[src/rtl/audio_psg_sequencer_if.sv]
// Bus between the PSG sample scheduler and its neighbours: attribute RAM read
// port, decoded voice stream towards the waveform generator, and sweep status.
interface audio_psg_sequencer_if #(
    parameter int PHASE_W = 17
);
    logic               sample_tick_i;
    logic               overrun_clr_i;
    logic               attr_rd_en_o;
    logic [3:0]         attr_rd_addr_o;
    logic [31:0]        attr_rd_data_i;
    logic               voice_valid_o;
    logic [3:0]         voice_idx_o;
    logic [PHASE_W-1:0] voice_phase_o;
    logic [5:0]         voice_volume_o;
    logic               voice_left_o;
    logic               voice_right_o;
    logic [5:0]         voice_pw_o;
    logic [1:0]         voice_wave_o;
    logic               busy_o;
    logic               sweep_done_o;
    logic               overrun_o;

    modport master (
        input  sample_tick_i, overrun_clr_i, attr_rd_data_i,
        output attr_rd_en_o, attr_rd_addr_o,
        output voice_valid_o, voice_idx_o, voice_phase_o, voice_volume_o,
        output voice_left_o, voice_right_o, voice_pw_o, voice_wave_o,
        output busy_o, sweep_done_o, overrun_o
    );

    modport slave (
        output sample_tick_i, overrun_clr_i, attr_rd_data_i,
        input  attr_rd_en_o, attr_rd_addr_o,
        input  voice_valid_o, voice_idx_o, voice_phase_o, voice_volume_o,
        input  voice_left_o, voice_right_o, voice_pw_o, voice_wave_o,
        input  busy_o, sweep_done_o, overrun_o
    );
endinterface

[src/rtl/audio_psg_sequencer.sv]
// Per-sample voice scheduler: on each tick, reads all 16 voice attribute words,
// advances each voice's phase accumulator and streams decoded voices, one per cycle.
module audio_psg_sequencer #(
    parameter int PHASE_W = 17
) (
    input logic                  clk,
    input logic                  rst,
    audio_psg_sequencer_if.master bus
);
    localparam int         NUM_VOICES = 16;
    localparam logic [3:0] LAST_VOICE = 4'(NUM_VOICES - 1);

    typedef enum logic [1:0] {
        IDLE,
        ISSUE,
        DRAIN
    } state_t;

    typedef struct packed {
        logic [3:0]         idx;
        logic [PHASE_W-1:0] phase;
        logic [5:0]         volume;
        logic               left;
        logic               right;
        logic [5:0]         pw;
        logic [1:0]         wave;
    } voice_t;

    state_t             state_q, state_d;
    logic [3:0]         cnt_q, cnt_d;
    logic               tick_q;
    logic               busy;
    logic               start;
    logic               overrun_set;
    logic               overrun_q;

    logic               rd_vld_q;
    logic [3:0]         rd_idx_q;
    logic [PHASE_W-1:0] phase_q [NUM_VOICES];
    logic [PHASE_W-1:0] phase_sum;

    voice_t             voice_q;
    logic               voice_valid_q;
    logic               sweep_done_q;

    // The accepted tick spends one cycle in tick_q so address 0 lands one cycle after it.
    assign busy        = (state_q != IDLE);
    assign start       = bus.sample_tick_i && !busy && !tick_q;
    assign overrun_set = bus.sample_tick_i && (busy || tick_q);

    // NOTE: sequential state is written with <= so every flop samples pre-edge values.
    always_ff @(posedge clk) begin
        if (rst) begin
            state_q <= IDLE;
            cnt_q   <= '0;
            tick_q  <= 1'b0;
        end else begin
            state_q <= state_d;
            cnt_q   <= cnt_d;
            tick_q  <= start;
        end
    end

    // NOTE: every output of this block gets a default first, so no path infers a latch.
    always_comb begin
        state_d = state_q;
        cnt_d   = cnt_q;
        unique case (state_q)
            IDLE: begin
                if (tick_q) begin
                    state_d = ISSUE;
                    cnt_d   = '0;
                end
            end
            ISSUE: begin
                cnt_d = cnt_q + 4'd1;
                if (cnt_q == LAST_VOICE) begin
                    state_d = DRAIN;
                    cnt_d   = '0;
                end
            end
            DRAIN: begin
                cnt_d = cnt_q + 4'd1;
                if (cnt_q == 4'd1) begin
                    state_d = IDLE;
                    cnt_d   = '0;
                end
            end
            default: begin
                state_d = IDLE;
                cnt_d   = '0;
            end
        endcase
    end

    assign bus.attr_rd_en_o   = (state_q == ISSUE);
    assign bus.attr_rd_addr_o = (state_q == ISSUE) ? cnt_q : 4'd0;
    assign bus.busy_o         = busy;

    // Frequency is zero-extended; the carry out of the top bit is dropped.
    assign phase_sum = phase_q[rd_idx_q] + PHASE_W'(bus.attr_rd_data_i[15:0]);

    // NOTE: the phase accumulators are plain flops, so they are cleared with the rest of the state.
    always_ff @(posedge clk) begin
        if (rst) begin
            rd_vld_q      <= 1'b0;
            rd_idx_q      <= '0;
            voice_valid_q <= 1'b0;
            sweep_done_q  <= 1'b0;
            voice_q       <= '0;
            for (int v = 0; v < NUM_VOICES; v++) begin
                phase_q[v] <= '0;
            end
        end else begin
            rd_vld_q      <= bus.attr_rd_en_o;
            rd_idx_q      <= bus.attr_rd_addr_o;
            voice_valid_q <= rd_vld_q;
            sweep_done_q  <= rd_vld_q && (rd_idx_q == LAST_VOICE);
            if (rd_vld_q) begin
                phase_q[rd_idx_q] <= phase_sum;
                voice_q.idx       <= rd_idx_q;
                voice_q.phase     <= phase_sum;
                voice_q.volume    <= bus.attr_rd_data_i[21:16];
                voice_q.left      <= bus.attr_rd_data_i[22];
                voice_q.right     <= bus.attr_rd_data_i[23];
                voice_q.pw        <= bus.attr_rd_data_i[29:24];
                voice_q.wave      <= bus.attr_rd_data_i[31:30];
            end
        end
    end

    // A coincident set beats the clear so no overrun is ever lost.
    always_ff @(posedge clk) begin
        if (rst) begin
            overrun_q <= 1'b0;
        end else if (overrun_set) begin
            overrun_q <= 1'b1;
        end else if (bus.overrun_clr_i) begin
            overrun_q <= 1'b0;
        end
    end

    assign bus.voice_valid_o  = voice_valid_q;
    assign bus.voice_idx_o    = voice_q.idx;
    assign bus.voice_phase_o  = voice_q.phase;
    assign bus.voice_volume_o = voice_q.volume;
    assign bus.voice_left_o   = voice_q.left;
    assign bus.voice_right_o  = voice_q.right;
    assign bus.voice_pw_o     = voice_q.pw;
    assign bus.voice_wave_o   = voice_q.wave;
    assign bus.sweep_done_o   = sweep_done_q;
    assign bus.overrun_o      = overrun_q;
endmodule

[src/flat_wrapper.sv]
// flat-port wrapper written by rule: the top's interface ports become plain ports
module audio_psg_sequencer_flat 
#(
    parameter int PHASE_W = 17
)
  (clk, rst, bus_sample_tick_i, bus_overrun_clr_i, bus_attr_rd_data_i, bus_attr_rd_en_o, bus_attr_rd_addr_o, bus_voice_valid_o, bus_voice_idx_o, bus_voice_phase_o, bus_voice_volume_o, bus_voice_left_o, bus_voice_right_o, bus_voice_pw_o, bus_voice_wave_o, bus_busy_o, bus_sweep_done_o, bus_overrun_o);
  audio_psg_sequencer_if #(.PHASE_W(PHASE_W)) bus_i ();
  input logic clk;
  input logic rst;
  input wire logic [$bits(bus_i.sample_tick_i)-1:0] bus_sample_tick_i;
  input wire logic [$bits(bus_i.overrun_clr_i)-1:0] bus_overrun_clr_i;
  input wire logic [$bits(bus_i.attr_rd_data_i)-1:0] bus_attr_rd_data_i;
  output wire logic [$bits(bus_i.attr_rd_en_o)-1:0] bus_attr_rd_en_o;
  output wire logic [$bits(bus_i.attr_rd_addr_o)-1:0] bus_attr_rd_addr_o;
  output wire logic [$bits(bus_i.voice_valid_o)-1:0] bus_voice_valid_o;
  output wire logic [$bits(bus_i.voice_idx_o)-1:0] bus_voice_idx_o;
  output wire logic [$bits(bus_i.voice_phase_o)-1:0] bus_voice_phase_o;
  output wire logic [$bits(bus_i.voice_volume_o)-1:0] bus_voice_volume_o;
  output wire logic [$bits(bus_i.voice_left_o)-1:0] bus_voice_left_o;
  output wire logic [$bits(bus_i.voice_right_o)-1:0] bus_voice_right_o;
  output wire logic [$bits(bus_i.voice_pw_o)-1:0] bus_voice_pw_o;
  output wire logic [$bits(bus_i.voice_wave_o)-1:0] bus_voice_wave_o;
  output wire logic [$bits(bus_i.busy_o)-1:0] bus_busy_o;
  output wire logic [$bits(bus_i.sweep_done_o)-1:0] bus_sweep_done_o;
  output wire logic [$bits(bus_i.overrun_o)-1:0] bus_overrun_o;
  assign bus_i.sample_tick_i = bus_sample_tick_i;
  assign bus_i.overrun_clr_i = bus_overrun_clr_i;
  assign bus_i.attr_rd_data_i = bus_attr_rd_data_i;
  assign bus_attr_rd_en_o = bus_i.attr_rd_en_o;
  assign bus_attr_rd_addr_o = bus_i.attr_rd_addr_o;
  assign bus_voice_valid_o = bus_i.voice_valid_o;
  assign bus_voice_idx_o = bus_i.voice_idx_o;
  assign bus_voice_phase_o = bus_i.voice_phase_o;
  assign bus_voice_volume_o = bus_i.voice_volume_o;
  assign bus_voice_left_o = bus_i.voice_left_o;
  assign bus_voice_right_o = bus_i.voice_right_o;
  assign bus_voice_pw_o = bus_i.voice_pw_o;
  assign bus_voice_wave_o = bus_i.voice_wave_o;
  assign bus_busy_o = bus_i.busy_o;
  assign bus_sweep_done_o = bus_i.sweep_done_o;
  assign bus_overrun_o = bus_i.overrun_o;
  audio_psg_sequencer #(.PHASE_W(PHASE_W)) u_core (.clk(clk), .rst(rst), .bus(bus_i));
endmodule
[config.mk]
export PLATFORM = sky130hd
export DESIGN_NAME = audio_psg_sequencer_flat
export DESIGN_NICKNAME = d
export VERILOG_FILES = /design/src/rtl/audio_psg_sequencer_if.sv /design/src/rtl/audio_psg_sequencer.sv /design/src/flat_wrapper.sv
export SDC_FILE = /design/constraint.sdc
export NUM_CORES = 1
export LEC_CHECK = 0
export ABC_AREA = 1
export CAP_MARGIN = 20
export CORE_MARGIN = 5
export CORE_UTILIZATION = 26
export DETAILED_ROUTE_END_ITERATION = 7
export GPL_TIMING_DRIVEN = 0
export PLACE_DENSITY_LB_ADDON = 0.05
export SYNTH_ARGS = -nofsm -noshare
export SYNTH_HDL_FRONTEND = slang
export SYNTH_SLANG_ARGS = --single-unit
[constraint.sdc]
create_clock -name clk -period 5.8 [get_ports clk]
set_clock_uncertainty 0.1 [all_clocks]
set_input_delay 1.16 -clock clk [delete_from_list [all_inputs] [get_ports clk]]
set_output_delay 1.16 -clock clk [all_outputs]
set_load 0.005 [all_outputs]
==> reports/results.ini, run 1 <==
[status]
outcome = finished clean

[clock_network]
path_clk_slew_ps = 60
cts_sinks = 324
cts_buffers = 40
cts_tree = yes
htree_levels = 2
worstSkewPairLatency_ps = 570
hold_buffers = 0
root_buffer = clkbuf_16
cts-resized-gates = 0
cts_post_setup_buffers_inserted = 0
clockBufferDepth = 3

[yosys]
avgSynthCellArea_um2 = 9.80
synthTopCellsByArea = edfxtp_1 56%, nor2_1 8.6%, nand2_1 7.4%
synth_cell_type_count = 33
synth_ff_type = edfxtp_1
yosys-top-cells-count = 333 x nor2_1, 286 x nand2_1, 272 x edfxtp_1
synth_top_area_cell = edfxtp_1
syn-num-nets = 1547
synth.most_common_cell = nor2_1
syn-cell-area_mm2 = 0.0146
synth_edf_count = 272
async_flop_share_pct = 0
synth-seq-area-share_pct = 63.2
yosysTopAreaCellShare_pct = 56.1
ys_seq_elements = 324
yosys_warnings = 0
syn_inst = 1487

[setup_path]
timing.rr.end = u_core.phase_q[12][5]
reg2reg_from = u_core.rd_idx_q[0]
crit_slowest_cell = clkbuf_1
arrival_ps = 5190
path_cells = inv_2, buf_6, clkbuf_1, clkbuf_1, nand3_1, nand3_1, nand2_1, nand4_1, ha_1, a21oi_1, nand2_1, nand2_1, nand2_1, xor2_1, inv_1, clkbuf_1, nor2_1
crit_type = flip-flop to flip-flop
crit_path_frequent_cell = nand2_1
critPathRequiredTime_ps = 5980
start_kind = flip-flop
slowest_delay_ps = 810
r2r_setup_slack_ps = 790
r2r_cells = 17
path_max_fanout = 10
worstSetupEndpointType = flip-flop

[power_and_ir_drop]
switchingPower_mw = 1.80
share_comb_of_total_power_pct = 16.8
vdd_ir_drop_max_mv = 0.182
power.density_mw_per_mm2 = 350
p_leak_nw = 6.74
seqPwrFrac_pct = 44.0
swShare_pct = 29.2
p_int_mw = 4.36
clock_power_share_pct = 39.2

[floorplanning]
rows = 86
die-area_mm2 = 0.0609
io_pins = 82
start_util_pct = 26.3
coreArea_mm2 = 0.0553
die-width_um = 247
die_y_um = 247

[layout]
final_core_util_pct = 31.8
area_growth_pct = 20.9
layout.nets = 1674
antenna_cells = 0
drive_gt1_share_pct = 7.05

[drt]
route.antenna.remaining_nets = 0
num_vias = 11120
drt-total-wl_mm = 56.5
avgRoutedWirePerCell_um = 23.6
drcViolationCount = 0
viasPerCell = 4.64
drtIter0Drc = 736
firstDrtPassIters = 5

[grt]
overflow = 0
grt_max_degree = 18
grt_usage_pct = 18.4
grt_pass1_wl_mm = 80.2
grt_pass1_vias = 11229
antenna_found_initial = 0

[timing]
finalCritPeriodShare_pct = 86.4
period_needed_ps = 5010
finalSetupTns_ps = 0
hold_viol = 0
drv_slew = 0
rsz0062_at_grt = no
worst_pin_slew_ps = 1050
setup_viol = 0
slew_headroom_pct = 29.8
max_freq_mhz = 200

[min_path]
hold_end = u_core.bus.overrun_o
hold_path_class = flip-flop to flip-flop
min_from = u_core.bus.overrun_o
hold_depth = 2

[placed_design]
gp_congestion = 0.835
io_buffer_count = 81
dp_hpwl_mm = 39.4

[run]
drv_cap = 0

-- worst max-delay path, delay by kind of cell, from the launching register on --
kind / cells / cell delay (ps)
simple gates: 8 / 1080
buf+inv: 6 / 2560
flops: 1 / 340
fa+ha+maj: 1 / 270
compound gates: 1 / 150
xor+xnor: 1 / 200
-- worst max-delay path by stage --
stage,from,endpoint,slack (ps),cells after the start
floorplan,u_core.rd_idx_q[0],u_core.phase_q[4][10],2490,19
global placement,u_core.rd_idx_q[0],u_core.phase_q[8][10],260,18
detailed placement,u_core.rd_idx_q[0],u_core.phase_q[8][5],710,17
CTS,u_core.rd_idx_q[0],u_core.phase_q[8][5],750,17
global route,u_core.rd_idx_q[0],u_core.phase_q[5][5],500,17
finish,u_core.rd_idx_q[0],u_core.phase_q[12][5],790,17
-- placed cells by master (no fill, tap or decap), types with 3 or more instances in the layout --
master,instances
clkbuf_2,3
clkinv_2,3
nor3_2,3
buf_2,28
o21ai_0,34
nand3_1,151
clkbuf_1,70
o211ai_1,4
a21oi_1,26
clkbuf_8,6
inv_1,80
clkdlybuf4s50_1,81
ha_1,23
buf_4,3
edfxtp_1,272
a22oi_1,64
and2_1,5
nor2_2,11
clkinv_1,8
nand2_1,286
buf_6,4
xor2_1,8
nand4_1,16
xnor2_1,3
inv_2,4
clkbuf_16,41
dfxtp_1,52
buf_1,5
nand2_2,4
nor2_1,333
-- flip-flops by register name, summed over array words and instances, names as in the netlist --
register	count
u_core.bus.voice_left_o	1
u_core.rd_vld_q	1
u_core.phase_q	272
u_core.tick_q	1
u_core.bus.voice_right_o	1
u_core.bus.voice_volume_o	6
u_core.bus.voice_wave_o	2
u_core.bus.voice_idx_o	4
u_core.bus.voice_phase_o	17
u_core.cnt_q	4
u_core.state_q	2
u_core.bus.voice_pw_o	6
u_core.bus.overrun_o	1
u_core.bus.sweep_done_o	1
u_core.bus.voice_valid_o	1
u_core.rd_idx_q	4
-- logic make-up after synthesis --
family	synth area share, %
XOR/XNOR	0.662
AO/OA/AOI/OAI	5.82
flip-flops	63.2
AND/OR/NAND/NOR	23.0
buffers and inverters	5.16
adder cells (fa/ha/maj)	2.11
-- through the flow --
step           total power, mW  worst slack, ps  cells  instance area (um^2)  hold slack (ps)
2_1_floorplan             3.28             2490   1487                 14600              345
3_3_place_gp              3.81              259   2316                 16300              370
3_5_place_dp              3.82              711   2319                 16300              371
4_1_cts                   6.24              750   2393                 17600              382
5_1_grt                   6.42              500   2394                 17600              404
6_report                  6.16              790   2394                 17600              380
-- layer usage --
metal | vias up | part of all wire, % | global-route usage, %
li1 | 5289 | - | -
met1 | 5477 | 46 | 25.0
met2 | 276 | 47 | 30.5
met3 | 78 | 4.2 | 2.94
met4 | 0 | 2.6 | 5.02
met5 | - | 0 | 0
-- power groups by stage --
stage / Sequential [mW] / Combinational (mW) / Clock, mW
after floorplan: 2.75 / 0.530 / 0
after global placement: 2.75 / 1.06 / 0
after detailed placement: 2.76 / 1.06 / 0
after CTS: 2.71 / 1.06 / 2.47
after global routing: 2.72 / 1.14 / 2.56
final: 2.71 / 1.04 / 2.41
-- cell type report --
class	count	area (um^2)
buffer	95	422
clock buffer	63	1170
clock inverter	11	65.1
fill	5894	37700
inverter	88	330
multi-input combinational	980	4600
sequential	324	9210
tap	748	936
timing repair buffer	85	865
Power figures use the tool's default switching activity.
==> inputs of run 2 (changes only) <==
HOLD_SLACK_MARGIN = 0.08   (was not set)
==> results of run 2 <==
Final layout, timing and power as in run 1 (identical DEF).
